**config.mk**
```make
export PLATFORM = sky130hd
export DESIGN_NAME = rename_regfile_flat
export DESIGN_NICKNAME = d
export VERILOG_FILES = /design/src/rtl/rename_regfile_if.sv /design/src/rtl/rename_regfile.sv /design/src/flat_wrapper.sv
export SDC_FILE = /design/constraint.sdc
export NUM_CORES = 2
export LEC_CHECK = 0
export CAP_MARGIN = 20
export CORE_ASPECT_RATIO = 2
export CORE_UTILIZATION = 65
export DETAILED_ROUTE_END_ITERATION = 7
export PLACE_DENSITY = 0.95
export SYNTH_ARGS = -nofsm -noshare
export SYNTH_HDL_FRONTEND = slang
export SYNTH_SLANG_ARGS = --single-unit
```
**constraint.sdc**
```tcl
create_clock -name clock -period 98.1 [get_ports clock]
set_input_delay 9.81 -clock clock [delete_from_list [all_inputs] [get_ports clock]]
set_output_delay 9.81 -clock clock [all_outputs]
set_load 0.005 [all_outputs]
```
**src/rtl/rename_regfile_if.sv**
```systemverilog
// Rename/register-file bus: dispatch lookups, ROB queries, CDB broadcast, commit and flush.
interface rename_regfile_if #(
  parameter int ROB_ADDR_WIDTH = 4,
  parameter int XLEN           = 32
);
  logic                      dispatch_valid;
  logic [4:0]                dispatch_rs1;
  logic [4:0]                dispatch_rs2;
  logic [4:0]                dispatch_rd;
  logic                      dispatch_rd_valid;
  logic [ROB_ADDR_WIDTH-1:0] dispatch_rob_tag;

  logic [XLEN-1:0]           rs1_value;
  logic [XLEN-1:0]           rs2_value;
  logic                      rs1_ready;
  logic                      rs2_ready;
  logic [ROB_ADDR_WIDTH-1:0] rs1_tag;
  logic [ROB_ADDR_WIDTH-1:0] rs2_tag;

  logic [ROB_ADDR_WIDTH-1:0] rob_q1_tag;
  logic [ROB_ADDR_WIDTH-1:0] rob_q2_tag;
  logic                      rob_q1_ready;
  logic                      rob_q2_ready;
  logic [XLEN-1:0]           rob_q1_value;
  logic [XLEN-1:0]           rob_q2_value;

  logic                      cdb_valid;
  logic [ROB_ADDR_WIDTH-1:0] cdb_tag;
  logic [XLEN-1:0]           cdb_data;

  logic                      commit_valid;
  logic [4:0]                commit_dest_reg;
  logic [XLEN-1:0]           commit_value;
  logic                      commit_reg_write;
  logic [ROB_ADDR_WIDTH-1:0] commit_rob_tag;

  logic                      flush;

  modport master (
    output dispatch_valid, dispatch_rs1, dispatch_rs2, dispatch_rd, dispatch_rd_valid,
           dispatch_rob_tag, rob_q1_ready, rob_q2_ready, rob_q1_value, rob_q2_value,
           cdb_valid, cdb_tag, cdb_data, commit_valid, commit_dest_reg, commit_value,
           commit_reg_write, commit_rob_tag, flush,
    input  rs1_value, rs2_value, rs1_ready, rs2_ready, rs1_tag, rs2_tag,
           rob_q1_tag, rob_q2_tag
  );

  modport slave (
    input  dispatch_valid, dispatch_rs1, dispatch_rs2, dispatch_rd, dispatch_rd_valid,
           dispatch_rob_tag, rob_q1_ready, rob_q2_ready, rob_q1_value, rob_q2_value,
           cdb_valid, cdb_tag, cdb_data, commit_valid, commit_dest_reg, commit_value,
           commit_reg_write, commit_rob_tag, flush,
    output rs1_value, rs2_value, rs1_ready, rs2_ready, rs1_tag, rs2_tag,
           rob_q1_tag, rob_q2_tag
  );
endinterface

```
**src/rtl/rename_regfile.sv**
```systemverilog
// Architectural register file plus rename alias table with combinational operand lookup.
// Define RENAME_CDB_BYPASS_EN to let a matching CDB broadcast resolve operands in the same cycle.
module rename_regfile #(
  parameter int ROB_ADDR_WIDTH = 4,
  parameter int XLEN           = 32
) (
  input logic             clock,
  input logic             reset,
  rename_regfile_if.slave bus
);

  logic [XLEN-1:0]           arf     [32];
  logic [31:0]               busy;
  logic [ROB_ADDR_WIDTH-1:0] rat_tag [32];

  logic commit_write;
  logic commit_clear;
  logic rename_en;

  // Returns {ready, value}; all sources observe pre-edge state only.
  function automatic logic [XLEN:0] resolve(input logic [4:0]      rs,
                                            input logic            q_ready,
                                            input logic [XLEN-1:0] q_value);
    logic            ready;
    logic [XLEN-1:0] value;
    ready = 1'b0;
    value = '0;
    if (rs == 5'd0) begin
      ready = 1'b1;
    end else if (!busy[rs]) begin
      ready = 1'b1;
      value = arf[rs];
    end else if (bus.commit_valid && (bus.commit_rob_tag == rat_tag[rs])) begin
      ready = 1'b1;
      value = bus.commit_value;
    end else if (q_ready) begin
      ready = 1'b1;
      value = q_value;
    end
`ifdef RENAME_CDB_BYPASS_EN
    else if (bus.cdb_valid && (bus.cdb_tag == rat_tag[rs])) begin
      ready = 1'b1;
      value = bus.cdb_data;
    end
`endif
    return {ready, value};
  endfunction

  always_comb begin
    {bus.rs1_ready, bus.rs1_value} = resolve(bus.dispatch_rs1, bus.rob_q1_ready, bus.rob_q1_value);
    {bus.rs2_ready, bus.rs2_value} = resolve(bus.dispatch_rs2, bus.rob_q2_ready, bus.rob_q2_value);
  end

  assign bus.rs1_tag    = rat_tag[bus.dispatch_rs1];
  assign bus.rs2_tag    = rat_tag[bus.dispatch_rs2];
  assign bus.rob_q1_tag = rat_tag[bus.dispatch_rs1];
  assign bus.rob_q2_tag = rat_tag[bus.dispatch_rs2];

`ifndef RENAME_CDB_BYPASS_EN
  logic unused_cdb;
  assign unused_cdb = ^{bus.cdb_valid, bus.cdb_tag, bus.cdb_data};
`endif

  always_comb begin
    commit_write = bus.commit_valid && bus.commit_reg_write && (bus.commit_dest_reg != 5'd0);
    commit_clear = bus.commit_valid && (bus.commit_dest_reg != 5'd0) &&
                   busy[bus.commit_dest_reg] &&
                   (rat_tag[bus.commit_dest_reg] == bus.commit_rob_tag);
    rename_en    = bus.dispatch_valid && bus.dispatch_rd_valid &&
                   (bus.dispatch_rd != 5'd0) && !bus.flush;
  end

  // Rename is assigned after the commit clear so it wins on the same register.
  always_ff @(posedge clock or posedge reset) begin
    if (reset) begin
      for (int unsigned i = 0; i < 32; i++) begin
        arf[i[4:0]]     <= '0;
        rat_tag[i[4:0]] <= '0;
      end
      busy <= '0;
    end else begin
      if (commit_write) arf[bus.commit_dest_reg] <= bus.commit_value;
      if (bus.flush) begin
        busy <= '0;
      end else begin
        if (commit_clear) busy[bus.commit_dest_reg] <= 1'b0;
        if (rename_en) begin
          busy[bus.dispatch_rd]    <= 1'b1;
          rat_tag[bus.dispatch_rd] <= bus.dispatch_rob_tag;
        end
      end
    end
  end

endmodule

```
**src/flat_wrapper.sv**
```systemverilog
// flat-port wrapper written by rule: the top's interface ports become plain ports
module rename_regfile_flat 
#(
  parameter int ROB_ADDR_WIDTH = 4,
  parameter int XLEN           = 32
)
  (clock, reset, bus_dispatch_valid, bus_dispatch_rs1, bus_dispatch_rs2, bus_dispatch_rd, bus_dispatch_rd_valid, bus_dispatch_rob_tag, bus_rob_q1_ready, bus_rob_q2_ready, bus_rob_q1_value, bus_rob_q2_value, bus_cdb_valid, bus_cdb_tag, bus_cdb_data, bus_commit_valid, bus_commit_dest_reg, bus_commit_value, bus_commit_reg_write, bus_commit_rob_tag, bus_flush, bus_rs1_value, bus_rs2_value, bus_rs1_ready, bus_rs2_ready, bus_rs1_tag, bus_rs2_tag, bus_rob_q1_tag, bus_rob_q2_tag);
  rename_regfile_if #(.ROB_ADDR_WIDTH(ROB_ADDR_WIDTH), .XLEN(XLEN)) bus_i ();
  input logic clock;
  input logic reset;
  input wire logic [$bits(bus_i.dispatch_valid)-1:0] bus_dispatch_valid;
  input wire logic [$bits(bus_i.dispatch_rs1)-1:0] bus_dispatch_rs1;
  input wire logic [$bits(bus_i.dispatch_rs2)-1:0] bus_dispatch_rs2;
  input wire logic [$bits(bus_i.dispatch_rd)-1:0] bus_dispatch_rd;
  input wire logic [$bits(bus_i.dispatch_rd_valid)-1:0] bus_dispatch_rd_valid;
  input wire logic [$bits(bus_i.dispatch_rob_tag)-1:0] bus_dispatch_rob_tag;
  input wire logic [$bits(bus_i.rob_q1_ready)-1:0] bus_rob_q1_ready;
  input wire logic [$bits(bus_i.rob_q2_ready)-1:0] bus_rob_q2_ready;
  input wire logic [$bits(bus_i.rob_q1_value)-1:0] bus_rob_q1_value;
  input wire logic [$bits(bus_i.rob_q2_value)-1:0] bus_rob_q2_value;
  input wire logic [$bits(bus_i.cdb_valid)-1:0] bus_cdb_valid;
  input wire logic [$bits(bus_i.cdb_tag)-1:0] bus_cdb_tag;
  input wire logic [$bits(bus_i.cdb_data)-1:0] bus_cdb_data;
  input wire logic [$bits(bus_i.commit_valid)-1:0] bus_commit_valid;
  input wire logic [$bits(bus_i.commit_dest_reg)-1:0] bus_commit_dest_reg;
  input wire logic [$bits(bus_i.commit_value)-1:0] bus_commit_value;
  input wire logic [$bits(bus_i.commit_reg_write)-1:0] bus_commit_reg_write;
  input wire logic [$bits(bus_i.commit_rob_tag)-1:0] bus_commit_rob_tag;
  input wire logic [$bits(bus_i.flush)-1:0] bus_flush;
  output wire logic [$bits(bus_i.rs1_value)-1:0] bus_rs1_value;
  output wire logic [$bits(bus_i.rs2_value)-1:0] bus_rs2_value;
  output wire logic [$bits(bus_i.rs1_ready)-1:0] bus_rs1_ready;
  output wire logic [$bits(bus_i.rs2_ready)-1:0] bus_rs2_ready;
  output wire logic [$bits(bus_i.rs1_tag)-1:0] bus_rs1_tag;
  output wire logic [$bits(bus_i.rs2_tag)-1:0] bus_rs2_tag;
  output wire logic [$bits(bus_i.rob_q1_tag)-1:0] bus_rob_q1_tag;
  output wire logic [$bits(bus_i.rob_q2_tag)-1:0] bus_rob_q2_tag;
  assign bus_i.dispatch_valid = bus_dispatch_valid;
  assign bus_i.dispatch_rs1 = bus_dispatch_rs1;
  assign bus_i.dispatch_rs2 = bus_dispatch_rs2;
  assign bus_i.dispatch_rd = bus_dispatch_rd;
  assign bus_i.dispatch_rd_valid = bus_dispatch_rd_valid;
  assign bus_i.dispatch_rob_tag = bus_dispatch_rob_tag;
  assign bus_i.rob_q1_ready = bus_rob_q1_ready;
  assign bus_i.rob_q2_ready = bus_rob_q2_ready;
  assign bus_i.rob_q1_value = bus_rob_q1_value;
  assign bus_i.rob_q2_value = bus_rob_q2_value;
  assign bus_i.cdb_valid = bus_cdb_valid;
  assign bus_i.cdb_tag = bus_cdb_tag;
  assign bus_i.cdb_data = bus_cdb_data;
  assign bus_i.commit_valid = bus_commit_valid;
  assign bus_i.commit_dest_reg = bus_commit_dest_reg;
  assign bus_i.commit_value = bus_commit_value;
  assign bus_i.commit_reg_write = bus_commit_reg_write;
  assign bus_i.commit_rob_tag = bus_commit_rob_tag;
  assign bus_i.flush = bus_flush;
  assign bus_rs1_value = bus_i.rs1_value;
  assign bus_rs2_value = bus_i.rs2_value;
  assign bus_rs1_ready = bus_i.rs1_ready;
  assign bus_rs2_ready = bus_i.rs2_ready;
  assign bus_rs1_tag = bus_i.rs1_tag;
  assign bus_rs2_tag = bus_i.rs2_tag;
  assign bus_rob_q1_tag = bus_i.rob_q1_tag;
  assign bus_rob_q2_tag = bus_i.rob_q2_tag;
  rename_regfile #(.ROB_ADDR_WIDTH(ROB_ADDR_WIDTH), .XLEN(XLEN)) u_core (.clock(clock), .reset(reset), .bus(bus_i));
endmodule
```
==> flow_metrics.tcl <==
set metrics [dict create \
    status "complete, but fails checks" \
    violations "design-rule violations" \
    reg2reg_slack_ns 95.00 \
    synth_top_family_by_area "multiplexers" \
    wl_per_cell_um 38.5 \
    p_per_area_mw_per_mm2 17.5 \
    tns_ns 0 \
    setup.worst_path.end "bus_rs1_value[11]" \
    cts.repair.resized 0 \
    avgSynthCellArea_sq_um 14.6 \
    crit_fanout 42 \
    switching_share_pct 28.6 \
    dp_cells 5682 \
    antenna_found_initial 11 \
    synth_cell_types 56 \
    grt_max_degree 132 \
    synth_simple_gate_area_share_pct 2.24 \
    synth_mux_area_share_pct 44.1 \
    drtAntennaViolNets 0 \
    hp-class "flop to flop" \
    pwr-share-seq_pct 47.3 \
    clk_latency_ns 0.75 \
    clkPwrFrac_pct 33.1 \
    detailed_place_hpwl_um 120000 \
    synth_fp_nets 4716 \
    synth_compound_area_share_pct 4.90 \
    initial_utilization_pct 65.6 \
    post_dp_cell_area_sq_mm 0.0686 \
    fin_area_sq_mm 0.0725 \
    grt_setup_unrepaired "false" \
    gr-total-overflow 0 \
    slew_viol_final 0 \
    yosys_warnings 0 \
    cp_slowest_cell "buf_4" \
    synth_top_cell_by_area "dfrtp_1" \
    synth_edf_count 0 \
    io_pins 252 \
    coreArea_sq_mm 0.101 \
    drt_wl_total_um 227000 \
    path_depth 13 \
    crit_chain "buf_4, buf_4, buf_4, mux4_2, a22o_1, nor3_2, a21oi_1, xnor2_1, nand3_2, buf_4, o211ai_1, a21oi_1, clkdlybuf4s50_1" \
    cts.clk_slew.worst_paths_ns 0.07 \
    synth_cells 4546 \
    vias 47838 \
    grt_util_all_layers_pct 44.6 \
    htree_levels 3 \
    reg2regPathDepth 8 \
    timing.fmax_mhz 38.5 \
    fin_nets 4640 \
    ir_drop_uv 19.1 \
    critPathBufInv 5 \
    fin_crit_ns 26.01 \
    clock-root-buffer "clkbuf_16" \
    max_stage_delay_ns 0.80 \
    row_count 165 \
    arrival_ns 16.20 \
    clockBufferDepth 3 \
    regToRegEndpoint "u_core.busy[26]$_DFF_PP0_" \
    post_synth_xor_area_fraction_pct 0.119 \
    post_cts_buffers 0 \
    numCtsBuffers 100 \
    hold_buffers 0 \
    cp-end-kind "primary output" \
    power.switching_mw 0.363 \
    leakage_nw 31.5 \
    tightest_slew_ns 1.25 \
    yosys-top-cells-area "dfrtp_1 (45%), mux4_2 (21%), mux2_2 (20%)" \
    grt_pass1_wl_um 329000 \
    area_growth_pct 9.49 \
    critPathKind "primary input to primary output" \
    io_buffers 214 \
    ys_async_sr_fraction_pct 100 \
    startpoint_type "primary input" \
    max_slew_margin_pct 16.5 \
    yosysTopAreaCellShare_pct 44.8 \
    worstPathRequired_ns 88.29 \
    maxCapViolCount 0 \
    synth_flop_cell "dfrtp_1" \
    avgViaCountPerCell 8.12 \
    fillers 5649 \
    syn-cell-area_sq_mm 0.0662 \
    yosysSeqAreaShare_pct 44.8 \
    cp-startpoint "bus_dispatch_rs1[2]" \
    cts.sinks 1184 \
    p_comb_share_pct 19.6 \
    synth_seq_cells 1184 \
    place_congestion 1.02 \
    hold_violations 0 \
    internal_power_mw 0.906 \
    drtPass1Iterations 8 \
    finalSetupViolCount 0 \
    die_h_um 453 \
    crit_family "buffers and inverters" \
    instances_no_fill 5891 \
    period_share_pct 26.5 \
    fin_worst_skew_ns 0.0150 \
    cts_tree "built" \
    r2r_start "u_core.rat_tag[53]$_DFFE_PP0P_" \
    drt_iter0_drc 6869 \
    synthAdderAreaFrac_pct 0 \
    die_x_um 228 \
    crit_top_cell "buf_4" \
    design.die.area_sq_mm 0.103 \
    grt_pass1_vias 50244 \
    drive_above_1_share_pct 46.8 \
    drc 1 \
]
[metrics by stage]
step / power (mW) / worst slack (ns) / util [%] / hold slack [ns]
6_report: 1.27 / 72.09 / 71.8 / 0.406
4_1_cts: 1.25 / 72.46 / 71.3 / 0.402
5_1_grt: 1.30 / 72.26 / 71.8 / 0.412
2_1_floorplan: 0.757 / 54.94 / - / 0.441
3_3_place_gp: 0.814 / 72.63 / 67.9 / 0.379
3_5_place_dp: 0.834 / 72.48 / 68.0 / 0.386
[Yosys cell counts, types with 18 or more instances]
master	instances
a31oi_1	65
o211ai_1	91
mux4_2	618
o31ai_1	30
nand2_1	93
dfrtp_1	1184
nor2_1	74
mux2i_1	231
o21ai_1	32
a22oi_1	57
o21ai_0	25
a21oi_1	149
clkbuf_1	249
nand3_1	53
nor2b_1	18
mux2_2	1153
buf_4	36
buf_1	43
buf_2	176
[flip-flops by register name, indices dropped and copies added, names as in the netlist]
register and count:
u_core.arf 1024, u_core.busy 32, u_core.rat_tag 128
[worst min-delay path by stage]
stage | slack, ns | depth (start not counted) | startpoint | end
finish | 0.41 | 0 | u_core.arf[1015]$_DFFE_PP0P_ | u_core.arf[1015]$_DFFE_PP0P_
global route | 0.41 | 0 | u_core.arf[1013]$_DFFE_PP0P_ | u_core.arf[1013]$_DFFE_PP0P_
CTS | 0.40 | 0 | u_core.arf[1021]$_DFFE_PP0P_ | u_core.arf[1021]$_DFFE_PP0P_
detailed placement | 0.39 | 0 | u_core.arf[998]$_DFFE_PP0P_ | u_core.arf[998]$_DFFE_PP0P_
global placement | 0.38 | 0 | u_core.arf[1022]$_DFFE_PP0P_ | u_core.arf[1022]$_DFFE_PP0P_
floorplan | 0.44 | 1 | u_core.arf[1022]$_DFFE_PP0P_ | u_core.arf[1022]$_DFFE_PP0P_
[metal layers]
layer	global-route usage (%)	vias to the layer above	wire length [um]
met3	16.7	1655	30700
met1	50.6	24092	68000
met4	38.1	14	24000
met5	0	-	143
li1	-	17441	-
met2	66.4	4636	104000
[cell usage in the layout, fill, tap and decap left out, drive strengths merged, types with 7 or more instances in the layout]
cell type         n
a211oi           17
a21oi           151
a22oi            57
a31oi            65
and3              7
buf             136
clkbuf          157
clkdlybuf4s50   201
clkinv           21
dfrtp          1184
inv              17
mux2           1153
mux2i           231
mux4            618
nand2            93
nand3            53
nand4             9
nor2             75
nor2b            18
nor3             11
o211ai           91
o21ai            57
o31ai            30
or3              10
[power groups by stage]
stage               combinational, mW  clock, mW  sequential, mW
floorplan                       0.173          0           0.584
global placement                0.224          0           0.589
detailed placement              0.234          0           0.599
CTS                             0.240      0.416           0.595
global route                    0.259      0.435           0.603
finish                          0.249      0.420           0.600
[layout make-up]
type	count	area (sq um)	share of cell area [%]
Antenna cell	6	15.0	0.0207
Clock buffer	149	3000	4.14
Clock inverter	32	342	0.471
Inverter	14	62.6	0.0863
Multi-Input combinational cell	2825	34300	47.3
Sequential cell	1184	29600	40.9
Tap cell	1336	1670	2.31
Timing Repair Buffer	345	3470	4.79
[cell families after synthesis]
family	Yosys count
simple gates	309
flops	1184
compound gates	505
buf+inv	537
mux	2002
xor+xnor	9
No activity file was read; power rests on OpenSTA's default activity.
